File: config.mk
export PLATFORM = sky130hd
export DESIGN_NAME = coverfloat_vector_sequencer
export DESIGN_NICKNAME = d
export VERILOG_FILES = /design/src/rtl/coverfloat_vector_sequencer.sv
export SDC_FILE = /design/constraint.sdc
export NUM_CORES = 1
export LEC_CHECK = 0
export CAP_MARGIN = 10
export CORE_AREA = 2 2 222 224
export CTS_BUF_LIST = sky130_fd_sc_hd__clkbuf_16
export DETAILED_ROUTE_END_ITERATION = 16
export DIE_AREA = 0 0 224 226
export GPL_ROUTABILITY_DRIVEN = 0
export GPL_TIMING_DRIVEN = 0
export PLACE_DENSITY_LB_ADDON = 0.12
export SETUP_SLACK_MARGIN = 0.1
export SLEW_MARGIN = 20
export SYNTH_ARGS = -nofsm -noshare
export SYNTH_HDL_FRONTEND = slang
export SYNTH_SLANG_ARGS = --single-unit
File: constraint.sdc
create_clock -name clk -period 4.2 [get_ports clk]
set_input_delay 1.26 -clock clk [delete_from_list [all_inputs] [get_ports clk]]
set_output_delay 1.26 -clock clk [all_outputs]
set_load 0.02 [all_outputs]
File: src/rtl/coverfloat_vector_sequencer.sv
// coverfloat_vector_sequencer: paces vectors from a synchronous memory into the coverfloat valid/ready interface.
// Optional watchdog on a stalled consumer is enabled by defining CF_SEQ_TIMEOUT_EN.
module coverfloat_vector_sequencer #(
    parameter int VEC_W   = 256,
    parameter int ADDR_W  = 16,
    parameter int MEM_LAT = 1,
    parameter int TIMEOUT = 1024
) (
    input  logic              clk,
    input  logic              rst,
    input  logic              start,
    input  logic              abort,
    input  logic [ADDR_W:0]   num_vecs,
    input  logic [7:0]        gap_cycles,
    output logic              mem_rd_en,
    output logic [ADDR_W-1:0] mem_addr,
    input  logic [VEC_W-1:0]  mem_rd_data,
    output logic              out_valid,
    input  logic              out_ready,
    output logic [VEC_W-1:0]  out_vec,
    output logic              busy,
    output logic              done,
    output logic [ADDR_W:0]   vec_count,
    output logic              timeout
);
    localparam int LAT_W = MEM_LAT > 1 ? $clog2(MEM_LAT) : 1;

    typedef enum logic [2:0] {IDLE, FETCH, WAIT, PRESENT, GAP, DONE} state_t;

    state_t            state_q, state_d;
    logic [ADDR_W:0]   num_q, vec_count_q;
    logic [7:0]        gap_q, gap_cnt_q;
    logic [ADDR_W-1:0] mem_addr_q;
    logic [VEC_W-1:0]  out_vec_q;
    logic [LAT_W-1:0]  lat_q;
    logic              start_ok, lat_done, hs, last, wd_fire;

    assign start_ok  = start && !abort && !busy;
    assign lat_done  = lat_q == LAT_W'(MEM_LAT - 1);
    assign hs        = state_q == PRESENT && out_ready && !abort;
    assign last      = out_vec_q[VEC_W-1] || (vec_count_q + 1'b1 == num_q);
    assign mem_addr  = mem_addr_q;
    assign out_vec   = out_vec_q;
    assign vec_count = vec_count_q;

    always_ff @(posedge clk) begin
        if (rst) state_q <= IDLE;
        else     state_q <= state_d;
    end

    always_comb begin
        state_d = state_q;
        if (busy && abort) state_d = IDLE;
        else begin
            case (state_q)
                IDLE, DONE: if (start_ok) state_d = num_vecs == '0 ? DONE : FETCH;
                FETCH:      state_d = WAIT;
                WAIT:       if (lat_done) state_d = PRESENT;
                PRESENT:    if (wd_fire) state_d = DONE;
                            else if (hs) state_d = last ? DONE : gap_q != '0 ? GAP : FETCH;
                GAP:        if (gap_cnt_q == 8'd1) state_d = FETCH;
                default:    state_d = IDLE;
            endcase
        end
    end

    always_comb begin
        mem_rd_en = state_q == FETCH;
        out_valid = state_q == PRESENT;
        busy      = state_q != IDLE && state_q != DONE;
        done      = state_q == DONE;
    end

    // Read data is captured only on the final WAIT cycle; an abort there discards it.
    always_ff @(posedge clk) begin
        if (rst) begin
            num_q       <= '0;
            gap_q       <= '0;
            gap_cnt_q   <= '0;
            vec_count_q <= '0;
            mem_addr_q  <= '0;
            out_vec_q   <= '0;
            lat_q       <= '0;
        end else begin
            if (start_ok) begin
                num_q       <= num_vecs;
                gap_q       <= gap_cycles;
                vec_count_q <= '0;
                mem_addr_q  <= '0;
            end
            if (state_q == FETCH) lat_q <= '0;
            if (state_q == WAIT && !abort) begin
                if (lat_done) out_vec_q <= mem_rd_data;
                else          lat_q     <= lat_q + 1'b1;
            end
            if (hs) begin
                vec_count_q <= vec_count_q + 1'b1;
                gap_cnt_q   <= gap_q;
                if (!last) mem_addr_q <= mem_addr_q + 1'b1;
            end
            if (state_q == GAP) gap_cnt_q <= gap_cnt_q - 1'b1;
        end
    end

`ifdef CF_SEQ_TIMEOUT_EN
    localparam int WD_W = $clog2(TIMEOUT + 1);

    logic [WD_W-1:0] wd_q;
    logic            timeout_q;

    assign wd_fire = state_q == PRESENT && !out_ready && !abort && wd_q == WD_W'(TIMEOUT - 1);
    assign timeout = timeout_q;

    always_ff @(posedge clk) begin
        if (rst) begin
            wd_q      <= '0;
            timeout_q <= 1'b0;
        end else begin
            wd_q <= (state_q == PRESENT && !out_ready) ? wd_q + 1'b1 : '0;
            if (start_ok)     timeout_q <= 1'b0;
            else if (wd_fire) timeout_q <= 1'b1;
        end
    end
`else
    logic unused_timeout;

    assign wd_fire        = 1'b0;
    assign timeout        = 1'b0;
    assign unused_timeout = |TIMEOUT;
`endif
endmodule
==> impl_metrics.tcl <==
set metrics [dict create \
    run_status "completed" \
    clkSinkCount 326 \
    mostFrequentLayoutCells "nand2_1 (590), clkdlybuf4s50_1 (578), dfxtp_1 (326), a21oi_1 (310), clkbuf_1 (102)" \
    setup_slack_ns 0.361 \
    timing.critical_path.required_ns 4.67 \
    power_density_nw_per_um2 359 \
    crit_path_cell_trace "clkdlybuf4s50_1, or3_1, nor3_1, clkbuf_1, clkbuf_1, nand2_1, a21oi_1" \
    global_route_wire_length_before_repair_mm 81.7 \
    stdcell_area_um2 20500 \
    count_of_yosys_warnings_during_synthesis 0 \
    timing.clock.skew_ns 0.00811 \
    grt_overflow 0 \
    post_synth.cell_area_avg_um2 7.74 \
    timing.critical_path.max_delay_family "buffers and inverters" \
    cts.hold.buffers_added 0 \
    antenna_violations_before_repair 3 \
    grt_max_degree 13 \
    fin_crit_ns 3.84 \
    clk_path_buf_depth 3 \
    cts_tree "done" \
    clockRootBuffer "clkbuf_16" \
    synth-async-reset-ratio_pct 0 \
    finalSetupViolations 0 \
    wl_per_cell_um 19.4 \
    post-place-cells 2837 \
    ys_dominant_reg_cell "dfxtp_1" \
    seq_power_share_pct 43.5 \
    worst_path_largest_cell_delay_ns 0.67 \
    placement.io_buffers 578 \
    rows 81 \
    total_number_of_vias 13518 \
    crit_path_frequent_cell "clkbuf_1" \
    pre_cts_ws_ns -0.650 \
    switching_share_pct 24.4 \
    worst-r2r-cell-count 7 \
    critPathKind "in2reg" \
    endpoint_kind "flip-flop" \
    place.detailed.hpwl_mm 43.6 \
    synth_edf_count 0 \
    post_cts_resized 1 \
    setup_total_negative_slack_ns 0 \
    count_of_pins_over_their_slew_limit 0 \
    total_track_usage_pct 21.2 \
    power_frac_clock_pct 45.8 \
    cp_max_delay_cell "nor3_1" \
    finalWirelength_mm 56.4 \
    hold_start "out_vec[149]" \
    synthesis.instances 1637 \
    comb_power_share_pct 10.7 \
    detailedRoute.firstIterationViolations 682 \
    mostFrequentLayoutCell "nand2_1" \
    drv_cap 0 \
    critical_path.reg2reg.endpoint "out_vec[101]" \
    irDropWorstVdd_mv 0.270 \
    final_cells 2907 \
    slew_headroom_pct 33.9 \
    grt_setup_unrepaired "no" \
    regToRegSetupSlack_ns 1.07 \
    final_layout_size_suffix_gt1_share_pct 3.63 \
    clock_insertion_delay_worst_skew_ns 0.54 \
    count_of_cell_types_in_the_netlist 62 \
    cts-htree-levels 2 \
    dieWidth_um 224 \
    die_h_um 226 \
    initial_core_utilization_pct 26.2 \
    syn_to_final_growth_pct 61.7 \
    clock.fmax_mhz 260 \
    drt_first_pass_iters 7 \
    cell_internal_pwr_w 0.00556 \
    via_count_of_the_first_global_routing_pass 13093 \
    worst_hold_path.endpoint "out_vec[149]" \
    timing.critical_path.buf_inv 3 \
    mappedNetlistArea_um2 12700 \
    worst_slew_pin_slew_ns 0.991 \
    synth_nets 1927 \
    cellLeakagePower_nw 6.86 \
    hold_class "reg2reg" \
    worst_ep_arrival_time_ns 4.31 \
    remaining_number_of_nets_flagged_by_the_antenna_check_after_routing 0 \
    design.core.area_um2 48300 \
    final_core_utilization_pct 42.4 \
    path_clk_slew_ns 0.06 \
    timing_hold_violations_final 0 \
    whs_path_depth 2 \
    yosys_register_bits 326 \
    place_area_um2 19200 \
    crit_path_start_kind "input pin" \
    die_area_um2 50600 \
    synth_sequential_area_ratio_pct 51.5 \
    cts_post_setup_buffers_inserted 0 \
    drc 0 \
    finish.net_count 2546 \
    detail_route.vias_per_cell 4.65 \
    worstPathMaxFanout 10 \
    post_route_clock_period_utilization_pct 91.4 \
    reg2reg_from "state_q[0]" \
    floorplan.io_pins 580 \
    tritoncts.num_buffers 39 \
    p_sw_w 0.00179 \
]
-- logic make-up (layout without fill, tap and decap cells) --
kind of cell | count (synthesis) | after routing | synth area share (%)
flip-flops | 326 | 326 | 51.5
XOR/XNOR | 23 | 23 | 1.59
AND/OR/NAND/NOR | 754 | 754 | 25.0
buffers and inverters | 140 | 787 | 4.44
other | 1 | 2 | 0.0296
adder cells (fa/ha/maj) | 4 | 4 | 0.395
AO/OA/AOI/OAI | 381 | 381 | 16.4
multiplexers | 8 | 8 | 0.681
-- worst max-delay path by stage --
stage / endpoint / start / cells past startpoint
after floorplan: mem_addr[14] / vec_count[0] / 10
after global placement: out_vec[2] / abort / 7
after detailed placement: out_vec[2] / abort / 7
after CTS: out_vec[2] / abort / 7
after global routing: out_vec[119] / abort / 7
final: out_vec[101] / abort / 7
-- per-layer routing --
layer,global-route usage [%],share of wire [%],vias to the layer above
li1,-,-,6679
met1,25.0,41,6313
met4,6.24,2.3,4
met2,37.0,50,447
met5,0,0.048,-
met3,6.44,7.5,75
-- per-stage QoR --
stage	hold WS, ns	total power, W
6_report	0.452	0.00735
5_1_grt	0.468	0.00764
4_1_cts	0.454	0.00747
3_5_place_dp	0.446	0.00405
3_3_place_gp	0.441	0.00405
2_1_floorplan	0.445	0.00356
-- worst reg2reg max path: cells and delay by family (launching register included) --
family	cells	cell delay, ns
simple gates	3	1.26
flops	1	0.32
compound gates	1	0.15
buf+inv	3	1.33
-- layout make-up --
class | count | area [µm²]
fillers | 4939 | 27900
flip-flops and latches | 326 | 6530
repair buffers | 578 | 5790
multi-input cells | 1171 | 5580
clock buffers | 41 | 1030
well taps | 622 | 778
plain buffers | 121 | 493
clock inverters | 28 | 221
inverters | 19 | 71.3
diodes | 1 | 2.50
-- state kept, by name (all words and copies together) (netlist names) --
| name | flops |
|---|---|
| mem_addr | 16 |
| gap_q | 8 |
| state_q | 3 |
| vec_count | 17 |
| lat_q | 1 |
| num_q | 17 |
| out_vec | 256 |
| gap_cnt_q | 8 |
-- synth_stat cells (3+ instances only) --
| master | instances | share of area, % |
|---|---|---|
| nand2_1 | 590 | 17 |
| dfxtp_1 | 326 | 52 |
| a21oi_1 | 310 | 12 |
| clkbuf_1 | 103 | 3.1 |
| nor2_1 | 52 | 1.5 |
| nand3_1 | 21 | 0.83 |
| inv_1 | 19 | 0.56 |
| xnor2_1 | 18 | 1.2 |
| nand4_1 | 14 | 0.69 |
| nor3_1 | 14 | 0.55 |
| nor4_1 | 14 | 0.69 |
| o21ai_0 | 11 | 0.43 |
| o21ai_1 | 10 | 0.39 |
| buf_2 | 9 | 0.36 |
| a31oi_1 | 7 | 0.35 |
| and3_1 | 7 | 0.35 |
| nor2b_1 | 7 | 0.35 |
| a211oi_1 | 6 | 0.36 |
| o211ai_1 | 6 | 0.36 |
| a21o_1 | 5 | 0.30 |
| and2_1 | 5 | 0.25 |
| nor3b_1 | 5 | 0.30 |
| or3_1 | 5 | 0.25 |
| xor2_1 | 5 | 0.35 |
| a221oi_1 | 4 | 0.28 |
| buf_1 | 4 | 0.12 |
| ha_1 | 4 | 0.39 |
| mux2_1 | 4 | 0.36 |
| o221ai_2 | 4 | 0.47 |
| buf_4 | 3 | 0.18 |
| mux2i_1 | 3 | 0.24 |
| nand3b_1 | 3 | 0.18 |
-- power groups by stage --
stage	registers, W	logic (W)	clock network [W]
CTS	0.00320	0.000793	0.00347
finish	0.00320	0.000787	0.00337
floorplan	0.00332	0.000239	0
global route	0.00320	0.000845	0.00359
global placement	0.00326	0.000786	0
detailed placement	0.00327	0.000788	0
No activity file was read; power rests on OpenSTA's default activity.
==> RTL change (same settings) <==
Re-encode `state_t` (6 states) as one-hot, 6 bits wide.
--- a/src/rtl/coverfloat_vector_sequencer.sv
+++ b/src/rtl/coverfloat_vector_sequencer.sv
@@ -25,7 +25,7 @@
 );
     localparam int LAT_W = MEM_LAT > 1 ? $clog2(MEM_LAT) : 1;
 
-    typedef enum logic [2:0] {IDLE, FETCH, WAIT, PRESENT, GAP, DONE} state_t;
+    typedef enum logic [5:0] {IDLE = 6'b000001, FETCH = 6'b000010, WAIT = 6'b000100, PRESENT = 6'b001000, GAP = 6'b010000, DONE = 6'b100000} state_t;
 
     state_t            state_q, state_d;
     logic [ADDR_W:0]   num_q, vec_count_q;
Behaviour: same outputs for any inputs over 4 cycles, from zero or initial values and one cycle with rst high; so few cycles prove little.
==> RTL change against the unedited design <==
Setup slack gained 0.0033 ns; cell count barely moved; non-clock buffer count shrank 6; sequential cell count is 3 higher; via count is 1.0% lower; highest routed layer unchanged; power is 2.7% lower; cell area fell by 0.37%; area after synthesis up 0.31%; routed wire length is 3.7% lower; count of clock-buffer cells in the layout is the same.
==> RTL change: results (changes against the unedited design) <==
\begin{tabular}{lr}
\hline
Metric & Value \\
\hline
\multicolumn{2}{l}{\textbf{Run status}} \\
Status & finished clean (unchanged) \\
\multicolumn{2}{l}{\textbf{Power and ir drop}} \\
Static leakage power & 6.77 nW (was 6.86 nW) \\
Maximum vdd ir drop & 0.242 mV (was 0.270 mV) \\
\multicolumn{2}{l}{\textbf{Detailed routing}} \\
Drt first-iter violations & 698 (was 682) \\
Via count & 13400 (was 13500) \\
WL met2 & 27500 um (was 27900 um) \\
Met3 WL post-DR & 3980 um (was 4230 um) \\
\multicolumn{2}{l}{\textbf{Synth}} \\
Synth top area cells & sky130\_fd\_sc\_hd\_\_dfxtp\_1 52\%, sky130\_fd\_sc\_hd\_\_nand2\_1 17\%, sky130\_fd\_sc\_hd\_\_a21oi\_1 12\%, sky130\_fd\_sc\_hd\_\_clkbuf\_1 3.0\%, sky130\_fd\_sc\_hd\_\_nor2\_1 1.5\% (was sky130\_fd\_sc\_hd\_\_dfxtp\_1 52\%, sky130\_fd\_sc\_hd\_\_nand2\_1 17\%, sky130\_fd\_sc\_hd\_\_a21oi\_1 12\%, sky130\_fd\_sc\_hd\_\_clkbuf\_1 3.1\%, sky130\_fd\_sc\_hd\_\_nor2\_1 1.5\%) \\
Post-synthesis mux area share & 0 (was 0.00681) \\
Syn Area/Cell & 7.73 um2 (was 7.74 um2) \\
\multicolumn{2}{l}{\textbf{Placement}} \\
Post-placement cell count & 2843 (was 2837) \\
Standard cell area after detailed placement & 0.0193 mm2 (was 0.0192 mm2) \\
Worst setup slack after placement & 0.224 ns (was -0.650 ns) \\
\multicolumn{2}{l}{\textbf{Global route}} \\
First-pass GRT wire length & 79600 um (was 81700 um) \\
Fraction of met1 tracks used by global routing & 0.236 (was 0.250) \\
Grt met2 use & 0.369 (was 0.370) \\
\multicolumn{2}{l}{\textbf{Critical path}} \\
Max FO, Critical Path & 8 (was 10) \\
Origin of the critical flop-to-flop path & vec\_count[0] (was state\_q[0]) \\
Delay of the slowest cell on the worst path & 0.60 ns (was 0.67 ns) \\
Worst Setup SP & state\_q[3] (was abort) \\
Arrival @ worst endpoint & 2.58 ns (was 4.31 ns) \\
\multicolumn{2}{l}{\textbf{Cells and area}} \\
Fraction of layout instances using a drive strength above 1 & 0.0354 (was 0.0363) \\
Fillcell total & 4912 (was 4939) \\
\multicolumn{2}{l}{\textbf{Timing}} \\
Pin slew with the least headroom to its limit & 0.827 ns (was 0.991 ns) \\
Clock Skew & 0.0170 ns (was 0.00811 ns) \\
\hline
\end{tabular}
[RTL change: layout make-up]
cell class	instances	area, um2	share of cell area
inverters	26	97.6	0.00478
clock buffers	41	1030	0.0503
diodes	2	5.00	0.000245
well taps	622	778	0.0381
flip-flops and latches	329	6590	0.323
repair buffers	577	5780	0.283
clock inverters	23	101	0.00497
plain buffers	116	458	0.0224
multi-input cells	1173	5580	0.273
[RTL change: path summary, 6_finish.rpt]
check / cells past startpoint / to / slack, ns
max: 5 / busy / 0.36
min: 2 / out_vec[254] / 0.45
max reg2reg: 10 / mem_addr[13] / 0.82
min reg2reg: 2 / out_vec[254] / 0.45
[RTL change: power breakdown]
part           switching [mW]  total, mW  leakage, nW  internal [mW]
Clock                    1.35       3.10        0.587           1.75
Combinational           0.414      0.832         3.54          0.418
Sequential             0.0510       3.23         2.65           3.18
